--- src/rtl/dram_ref_reader.sv ---
// Reference-block reader: turns (addr, length) info pulses into in-order DRAM block reads and
// streams the returned blocks through a credit-protected FWFT FIFO. Optional: DRAM_REF_READER_STALL_CNT_EN.
module dram_ref_reader #(
  parameter int REF_LENGTH = 128,
  parameter int ADDR_WIDTH = 25,
  parameter int FIFO_DEPTH = 4
) (
  input  logic                    clk,
  input  logic                    rst,
  input  logic [ADDR_WIDTH-1:0]   ref_addr_in,
  input  logic [ADDR_WIDTH-1:0]   ref_length_in,
  input  logic                    ref_info_valid_in,
  output logic [ADDR_WIDTH-1:0]   mem_cmd_addr_out,
  output logic                    mem_cmd_valid_out,
  input  logic                    mem_cmd_rdy_in,
  input  logic [2*REF_LENGTH-1:0] mem_rd_data_in,
  input  logic                    mem_rd_valid_in,
  output logic [2*REF_LENGTH-1:0] ref_seq_block_out,
  output logic                    ref_seq_block_valid_out,
  input  logic                    ref_seq_block_rdy_in,
  output logic                    ref_done_out,
  output logic                    ref_overflow_out,
  output logic                    mem_err_out
`ifdef DRAM_REF_READER_STALL_CNT_EN
  ,
  output logic [31:0]             stall_cnt_out
`endif
);

  localparam int BW = 2 * REF_LENGTH;
  localparam int PW = $clog2(FIFO_DEPTH);
  localparam int IW = PW + 1;

  localparam logic [1:0] S_IDLE  = 2'd0;
  localparam logic [1:0] S_ISSUE = 2'd1;
  localparam logic [1:0] S_DRAIN = 2'd2;

  logic [1:0]            state_q, state_d;
  logic [ADDR_WIDTH-1:0] addr_q, addr_d;
  logic [ADDR_WIDTH-1:0] len_q, len_d;
  logic [ADDR_WIDTH-1:0] issued_q, issued_d;
  logic [ADDR_WIDTH-1:0] delivered_q, delivered_d;
  logic [IW-1:0]         inflight_q, inflight_d;
  logic [IW-1:0]         count_q, count_d;
  logic [PW-1:0]         wr_ptr_q, wr_ptr_d;
  logic [PW-1:0]         rd_ptr_q, rd_ptr_d;
  logic                  pend_vld_q, pend_vld_d;
  logic [ADDR_WIDTH-1:0] pend_addr_q, pend_addr_d;
  logic [ADDR_WIDTH-1:0] pend_len_q, pend_len_d;
  logic                  done_q, done_d;
  logic                  ovf_q, ovf_d;
  logic                  err_q, err_d;
  logic [BW-1:0]         mem_q [FIFO_DEPTH];

  logic [IW-1:0]         occupancy;
  logic [IW-1:0]         credits;
  logic                  cmd_valid;
  logic                  cmd_fire;
  logic                  rd_ok;
  logic                  rd_stray;
  logic                  blk_valid;
  logic                  pop;
  logic [ADDR_WIDTH-1:0] delivered_inc;
  logic                  xfer_done;

  // A credit covers one block either in flight or sitting in the FIFO, so writes can never overflow.
  always_comb begin
    occupancy     = inflight_q + count_q;
    credits       = IW'(FIFO_DEPTH) - occupancy;
    cmd_valid     = (state_q == S_ISSUE) && (credits != '0);
    cmd_fire      = cmd_valid && mem_cmd_rdy_in;
    rd_ok         = mem_rd_valid_in && (inflight_q != '0);
    rd_stray      = mem_rd_valid_in && (inflight_q == '0);
    blk_valid     = (count_q != '0);
    pop           = blk_valid && ref_seq_block_rdy_in;
    delivered_inc = delivered_q + ADDR_WIDTH'(pop);
    xfer_done     = (state_q == S_DRAIN) && (delivered_inc == len_q);
  end

  always_comb begin
    inflight_d = inflight_q + IW'(cmd_fire) - IW'(rd_ok);
    count_d    = count_q + IW'(rd_ok) - IW'(pop);
    wr_ptr_d   = wr_ptr_q + PW'(rd_ok);
    rd_ptr_d   = rd_ptr_q + PW'(pop);
    err_d      = err_q | rd_stray;
  end

  always_comb begin
    state_d     = state_q;
    addr_d      = addr_q;
    len_d       = len_q;
    issued_d    = issued_q;
    delivered_d = delivered_q;
    pend_vld_d  = pend_vld_q;
    pend_addr_d = pend_addr_q;
    pend_len_d  = pend_len_q;
    done_d      = 1'b0;
    ovf_d       = ovf_q;

    if (cmd_fire) begin
      addr_d   = addr_q + 1'b1;
      issued_d = issued_q + 1'b1;
    end
    if (pop) delivered_d = delivered_inc;

    case (state_q)
      S_IDLE: begin
        if (ref_info_valid_in) begin
          addr_d      = ref_addr_in;
          len_d       = ref_length_in;
          issued_d    = '0;
          delivered_d = '0;
          if (ref_length_in != '0) state_d = S_ISSUE;
          else                     done_d  = 1'b1;
        end
      end
      S_ISSUE: begin
        if (cmd_fire && ((issued_q + 1'b1) == len_q)) state_d = S_DRAIN;
      end
      S_DRAIN: begin
        // A zero-length follow-on stays in DRAIN one cycle so it yields its own done pulse.
        if (xfer_done) begin
          done_d      = 1'b1;
          issued_d    = '0;
          delivered_d = '0;
          if (pend_vld_q) begin
            addr_d     = pend_addr_q;
            len_d      = pend_len_q;
            pend_vld_d = 1'b0;
            state_d    = (pend_len_q != '0) ? S_ISSUE : S_DRAIN;
          end else if (ref_info_valid_in) begin
            addr_d  = ref_addr_in;
            len_d   = ref_length_in;
            state_d = (ref_length_in != '0) ? S_ISSUE : S_DRAIN;
          end else begin
            state_d = S_IDLE;
          end
        end
      end
      default: state_d = S_IDLE;
    endcase

    if (ref_info_valid_in && (state_q != S_IDLE) && !(xfer_done && !pend_vld_q)) begin
      if (!pend_vld_q || xfer_done) begin
        pend_vld_d  = 1'b1;
        pend_addr_d = ref_addr_in;
        pend_len_d  = ref_length_in;
      end else begin
        ovf_d = 1'b1;
      end
    end
  end

  always_ff @(posedge clk) begin
    if (rst) begin
      state_q     <= S_IDLE;
      addr_q      <= '0;
      len_q       <= '0;
      issued_q    <= '0;
      delivered_q <= '0;
      inflight_q  <= '0;
      count_q     <= '0;
      wr_ptr_q    <= '0;
      rd_ptr_q    <= '0;
      pend_vld_q  <= 1'b0;
      pend_addr_q <= '0;
      pend_len_q  <= '0;
      done_q      <= 1'b0;
      ovf_q       <= 1'b0;
      err_q       <= 1'b0;
    end else begin
      state_q     <= state_d;
      addr_q      <= addr_d;
      len_q       <= len_d;
      issued_q    <= issued_d;
      delivered_q <= delivered_d;
      inflight_q  <= inflight_d;
      count_q     <= count_d;
      wr_ptr_q    <= wr_ptr_d;
      rd_ptr_q    <= rd_ptr_d;
      pend_vld_q  <= pend_vld_d;
      pend_addr_q <= pend_addr_d;
      pend_len_q  <= pend_len_d;
      done_q      <= done_d;
      ovf_q       <= ovf_d;
      err_q       <= err_d;
    end
  end

  // Block storage carries data only; the pointers and count above define what is valid.
  always_ff @(posedge clk) begin
    if (rd_ok) mem_q[wr_ptr_q] <= mem_rd_data_in;
  end

`ifdef DRAM_REF_READER_STALL_CNT_EN
  logic [31:0] stall_q, stall_d;
  logic        start_xfer;

  always_comb begin
    start_xfer = ((state_q == S_IDLE) && ref_info_valid_in && (ref_length_in != '0)) ||
                 (xfer_done && (pend_vld_q ? (pend_len_q != '0)
                                           : (ref_info_valid_in && (ref_length_in != '0))));
    stall_d = stall_q;
    if (start_xfer) stall_d = '0;
    else if (blk_valid && !ref_seq_block_rdy_in && (stall_q != '1)) stall_d = stall_q + 1'b1;
  end

  always_ff @(posedge clk) begin
    if (rst) stall_q <= '0;
    else     stall_q <= stall_d;
  end

  assign stall_cnt_out = stall_q;
`endif

  assign mem_cmd_addr_out        = addr_q;
  assign mem_cmd_valid_out       = cmd_valid;
  assign ref_seq_block_valid_out = blk_valid;
  assign ref_seq_block_out       = blk_valid ? mem_q[rd_ptr_q] : '0;
  assign ref_done_out            = done_q;
  assign ref_overflow_out        = ovf_q;
  assign mem_err_out             = err_q;

endmodule
--- config.mk ---
export PLATFORM = sky130hd
export DESIGN_NAME = dram_ref_reader
export DESIGN_NICKNAME = d
export VERILOG_FILES = /design/src/rtl/dram_ref_reader.sv
export SDC_FILE = /design/constraint.sdc
export NUM_CORES = 1
export LEC_CHECK = 0
export ABC_AREA = 1
export ABC_CLOCK_PERIOD_IN_PS = 22600
export BUFFER_PORTS_ARGS = -buffer_cell sky130_fd_sc_hd__buf_2
export CORE_ASPECT_RATIO = 2
export CORE_UTILIZATION = 33
export DETAILED_ROUTE_END_ITERATION = 8
export HOLD_SLACK_MARGIN = 0.12
export MAX_ROUTING_LAYER = met4
export PLACE_DENSITY_LB_ADDON = 0.05
export SYNTH_ARGS = -nofsm -noshare
export SYNTH_HDL_FRONTEND = slang
export SYNTH_SLANG_ARGS = --single-unit
--- constraint.sdc ---
create_clock -name clk -period 22.6 [get_ports clk]
set_input_delay 1.13 -clock clk [delete_from_list [all_inputs] [get_ports clk]]
set_output_delay 1.13 -clock clk [all_outputs]
set_load 0.005 [all_outputs]
Yosys cells after proc, flatten, opt, wreduce, memory -nomap -nowiden
Memory sizes are Yosys's and may differ from the RTL's. A register that Yosys moved wholly into a read port is not among the register bits.
Cells that the tools add are included.

operators by class
  add/sub/neg operators = 11
  eq/ne operators = 8
  mux-type cells = 38
  bitwise gates (word level) = 2
  reduce and logical (&&, ||, !) cells = 26

operator list
  cell                     count
  $mux W25                 13
  $mux W256                1
  $pmux W25 S2             4
  $add A25 B1 Y25 const B  2
  $eq A25 B25 Y1           2
  $reduce_bool A25 Y1      2
  $add A25 B1 Y25          1
  $mux W2                  9
  $logic_and A1 B1 Y1      10
  $mux W1                  9
  $reduce_bool A3 Y1       3
  $add A3 B1 Y3            2
  $ne A2 B2 Y1 const B     3
  $pmux W2 S3              1
  $reduce_and A2 Y1        3
  $sub A3 B1 Y3            2
  $add A2 B1 Y2            2
  $reduce_and A4 Y1        1
  $reduce_bool A2 Y1       2
  $add A3 B3 Y3            1
  $logic_not A3 Y1         1
  $sub A3 B3 Y3 const A    1
  $eq A2 B1 Y1 const B     1
  $eq A2 B2 Y1 const B     1
  other kinds (7)          8

word-level totals
  bits in registers = 166
  bits in writable memories = 1,024
  input port bits = 312
  output and inout port bits = 286
  logic and storage cells = 101
  memories = 1

memories
  memory  words  bits a word  read ports  clocked after Yosys merged registers in  wr ports  RTL line  text
  mem_q   4      256          1           1                                        1         53        logic [BW-1:0] mem_q [FIFO_DEPTH];

Longest topological paths before layout
  depth in word-level cells = 10
  mapped depth = 27
  depth with buffers taken out = 25

Least setup slack after synthesis
No wires, ideal clock.

  path kind = input-to-reg
  from = in mem_rd_valid_in
  to = mem mem_q[0][0] (netlist bit) (enable)
  setup time = 1,189 ps
  arrival time = 18,475 ps
  data required time = 21,411 ps
  setup slack = 2,936 ps
  stages = 2
  buffers on the path = 0
  path through = nand2_1 > nor3_1

between the ends
  longest elaborated chain between the ends = 3

RTL lines
  item                           RTL line  text
  start: declaration             17        input logic mem_rd_valid_in,
  $logic_and A1 B1 Y1            72        rd_ok = mem_rd_valid_in && (inflight_q != '0);
  $mux W1                        192       if (rd_ok) mem_q[wr_ptr_q] <= mem_rd_data_in;
  $mux W1 (not written as such)  192
  end: declaration               53

No other way between the ends.

==> results.toml <==
[timing]
clock_skew_ns = 0.0578
slew_violations = 0
hold_slack_ns = 0.453
setup_viol = 0
finalHoldViolCount = 0
tightestPinTransition_ns = 1.09
fmax_ghz = 0.164
layout_worst_path_cycle_share = 0.270
rsz0062_at_grt = "no"
maxSlewHeadroom = 0.267
fin_crit_ns = 6.11
setup-tns-final_ns = 0

[layout]
drive_gt1_frac = 0.156
fin_nets = 5945
area_growth_pct = 17.0
fin_area_um2 = 60000

[clock_tree]
cts_num_sinks = 1190
cts_tree = "built"
cts_resized = 0
cts_max_path_buffers = 3
htreeDepth = 3
postCtsSetupRepairBufs = 0
numCtsBuffers = 114
clock_latency_ns = 0.72
holdBufCountCts = 0
clkSlewWorstSetupHoldPaths_ns = 0.07
cts_root_buf = "clkbuf_16"

[floorplan]
die_area_um2 = 157000
io_pins = 598
initial_core_util = 0.332
coreArea_um2 = 154000
die_y_um = 560
rows = 204
die_w_um = 281

[placement]
io_buffers = 597
gp_congestion = 0.987
detailed_place.area_um2 = 56200
hpwl_mm = 111

[critical_path]
cp_slowest_stage_delay_ns = 0.91
critPathSlowestCell = "dfxtp_4"
r2r_slack_ns = 17.26
cp_data_arrival_time_ns = 4.98
cpMostUsedCell = "buf_4"
cp_cell_sequence = "buf_4 -> buf_4 -> buf_4 -> nor2_1 -> nor2_1 -> o21ai_0 -> a21oi_1 -> buf_2"
reg2regPathDepth = 22
critPathMaxFanout = 85
r2r_end = "len_q[18]"
path_class = "flop to output port"
r2r-start = "count_q[1]"
worstSetupStartpointType = "flop"
critical_path_required_ns = 21.47
endpoint_kind = "output port"

[synth]
synth_seq_area_share = 0.664
ys_async_sr_fraction = 0
netlist_instances = 5139
synth_ff_type = "edfxtp_1"
syn-num-nets = 5466
syn_area_um2 = 51300
synth.most_common_cell = "nor2_1"
synth_edf_count = 1024
postSynthAreaPerCell_um2 = 9.98
synth.distinct_cells = 41
synth_top_cell_by_area = "edfxtp_1"
synth_seq_cells = 1190
synth.top_cells.by_count = "1257 x nor2_1, 1024 x edfxtp_1, 649 x o21ai_0"
ys_top_cells_by_area = "edfxtp_1 60%, nor2_1 9.2%, dfxtp_1 6.5%"
synth_top_area_frac = 0.600
yosys_warnings = 0

[global_route]
grt_max_degree = 138
grt_pass1_vias = 38100
grt_usage = 0.222
grt_antenna_before_repair = 68
overflow = 0
grt_pass1_wl_mm = 250

[detailed_routing]
first_pass_iters = 9
routed_wirelength_mm = 172
ant_nets = 0
vias_per_cell = 4.90
drc = 0
num_vias = 38400
first_iter_violations = 2095
wire_per_inst_um = 22.0

[worst_hold_path]
whs_path_depth = 2
holdPathEnd = "ref_overflow_out"
min_from = "ref_overflow_out"
holdCritPathClass = "flop to flop"

[pwr]
power_mw = 7.30
power.density_nw_per_um2 = 122
vdd_drop_max_mv = 0.0765
p_leak_nw = 22.6

[run_status]
status = "completed"

[run]
cap_violations = 0
registers in the layout, summed over array words and instances, names as in the netlist:
signal / cells
count_q: 3
state_q: 2
len_q: 25
pend_addr_q: 25
mem_cmd_addr_out: 25
issued_q: 25
pend_len_q: 25
inflight_q: 3
mem_err_out: 1
pend_vld_q: 1
delivered_q: 25
ref_done_out: 1
rd_ptr_q: 2
mem_q: 1024
wr_ptr_q: 2
ref_overflow_out: 1
placed cells by master (no fill, tap or decap), types with 49 or more instances in the layout:
| master | count |
|---|---|
| inv_1 | 324 |
| dfxtp_1 | 164 |
| edfxtp_1 | 1024 |
| clkbuf_16 | 116 |
| buf_4 | 50 |
| buf_2 | 597 |
| nand2_1 | 636 |
| a21oi_1 | 338 |
| nor2_1 | 1255 |
| nand4_1 | 78 |
| nand3_1 | 172 |
| diode_2 | 61 |
| o21ai_0 | 649 |
| inv_2 | 49 |
report_power, final:
| group | internal [mW] | switching, mW |
|---|---|---|
| sequential | 2.72 | 0.197 |
| clock | 1.02 | 0.849 |
| combinational | 0.746 | 1.76 |
| total | 4.49 | 2.81 |
metal layers:
layer / routed length [µm] / track usage / vias to the layer above
li1: - / - / 18600
met5: 0 / - / -
met3: 14300 / 0.0769 / 368
met2: 84400 / 0.367 / 1082
met1: 63200 / 0.229 / 18400
met4: 10200 / 0.122 / 0
layout make-up:
cell class / instances / area (µm²)
timing repair buffer: 651 / 3440
fill: 15400 / 94400
sequential: 1190 / 34100
inverter: 378 / 1440
clock inverter: 65 / 566
antenna: 61 / 153
multi-input combinational: 3283 / 14700
tap: 2060 / 2580
clock buffer: 148 / 3020
stage by stage:
step                worst slack [ns]   util  cells
floorplan                       2.94      -   5139
global placement               16.84  0.364   7562
detailed placement             16.71  0.364   7562
CTS                            16.30  0.387   7775
global route                   16.05  0.388   7835
finish                         16.49  0.388   7836
logic make-up after synthesis:
kind of cell	after synthesis	synth area share
simple gates	2195	0.172
flops	1190	0.664
compound gates	1047	0.106
buf+inv	666	0.0496
xor+xnor	26	0.00444
fa+ha+maj	15	0.00395
critical path, delay by kind of cell, from the launching register on:
family | cells | cell delay [ns]
AND/OR/NAND/NOR | 2 | 0.23
flip-flops | 1 | 0.91
buffers and inverters | 4 | 2.63
AO/OA/AOI/OAI | 2 | 0.31
how the worst max path moves through the flow:
stage | slack (ns) | cells past startpoint | endpoint | startpoint
6_report | 16.49 | 8 | ref_seq_block_out[103] | rd_ptr_q[0]
5_1_grt | 16.05 | 8 | ref_seq_block_out[103] | rd_ptr_q[0]
4_1_cts | 16.30 | 8 | ref_seq_block_out[116] | rd_ptr_q[0]
3_5_place_dp | 16.71 | 21 | len_q[18] | ref_seq_block_rdy_in
3_3_place_gp | 16.84 | 23 | mem_cmd_addr_out[19] | ref_seq_block_rdy_in
2_1_floorplan | 2.94 | 2 | mem_q[0][0] | mem_rd_valid_in
Note: power is estimated with default switching activity, not from simulation.
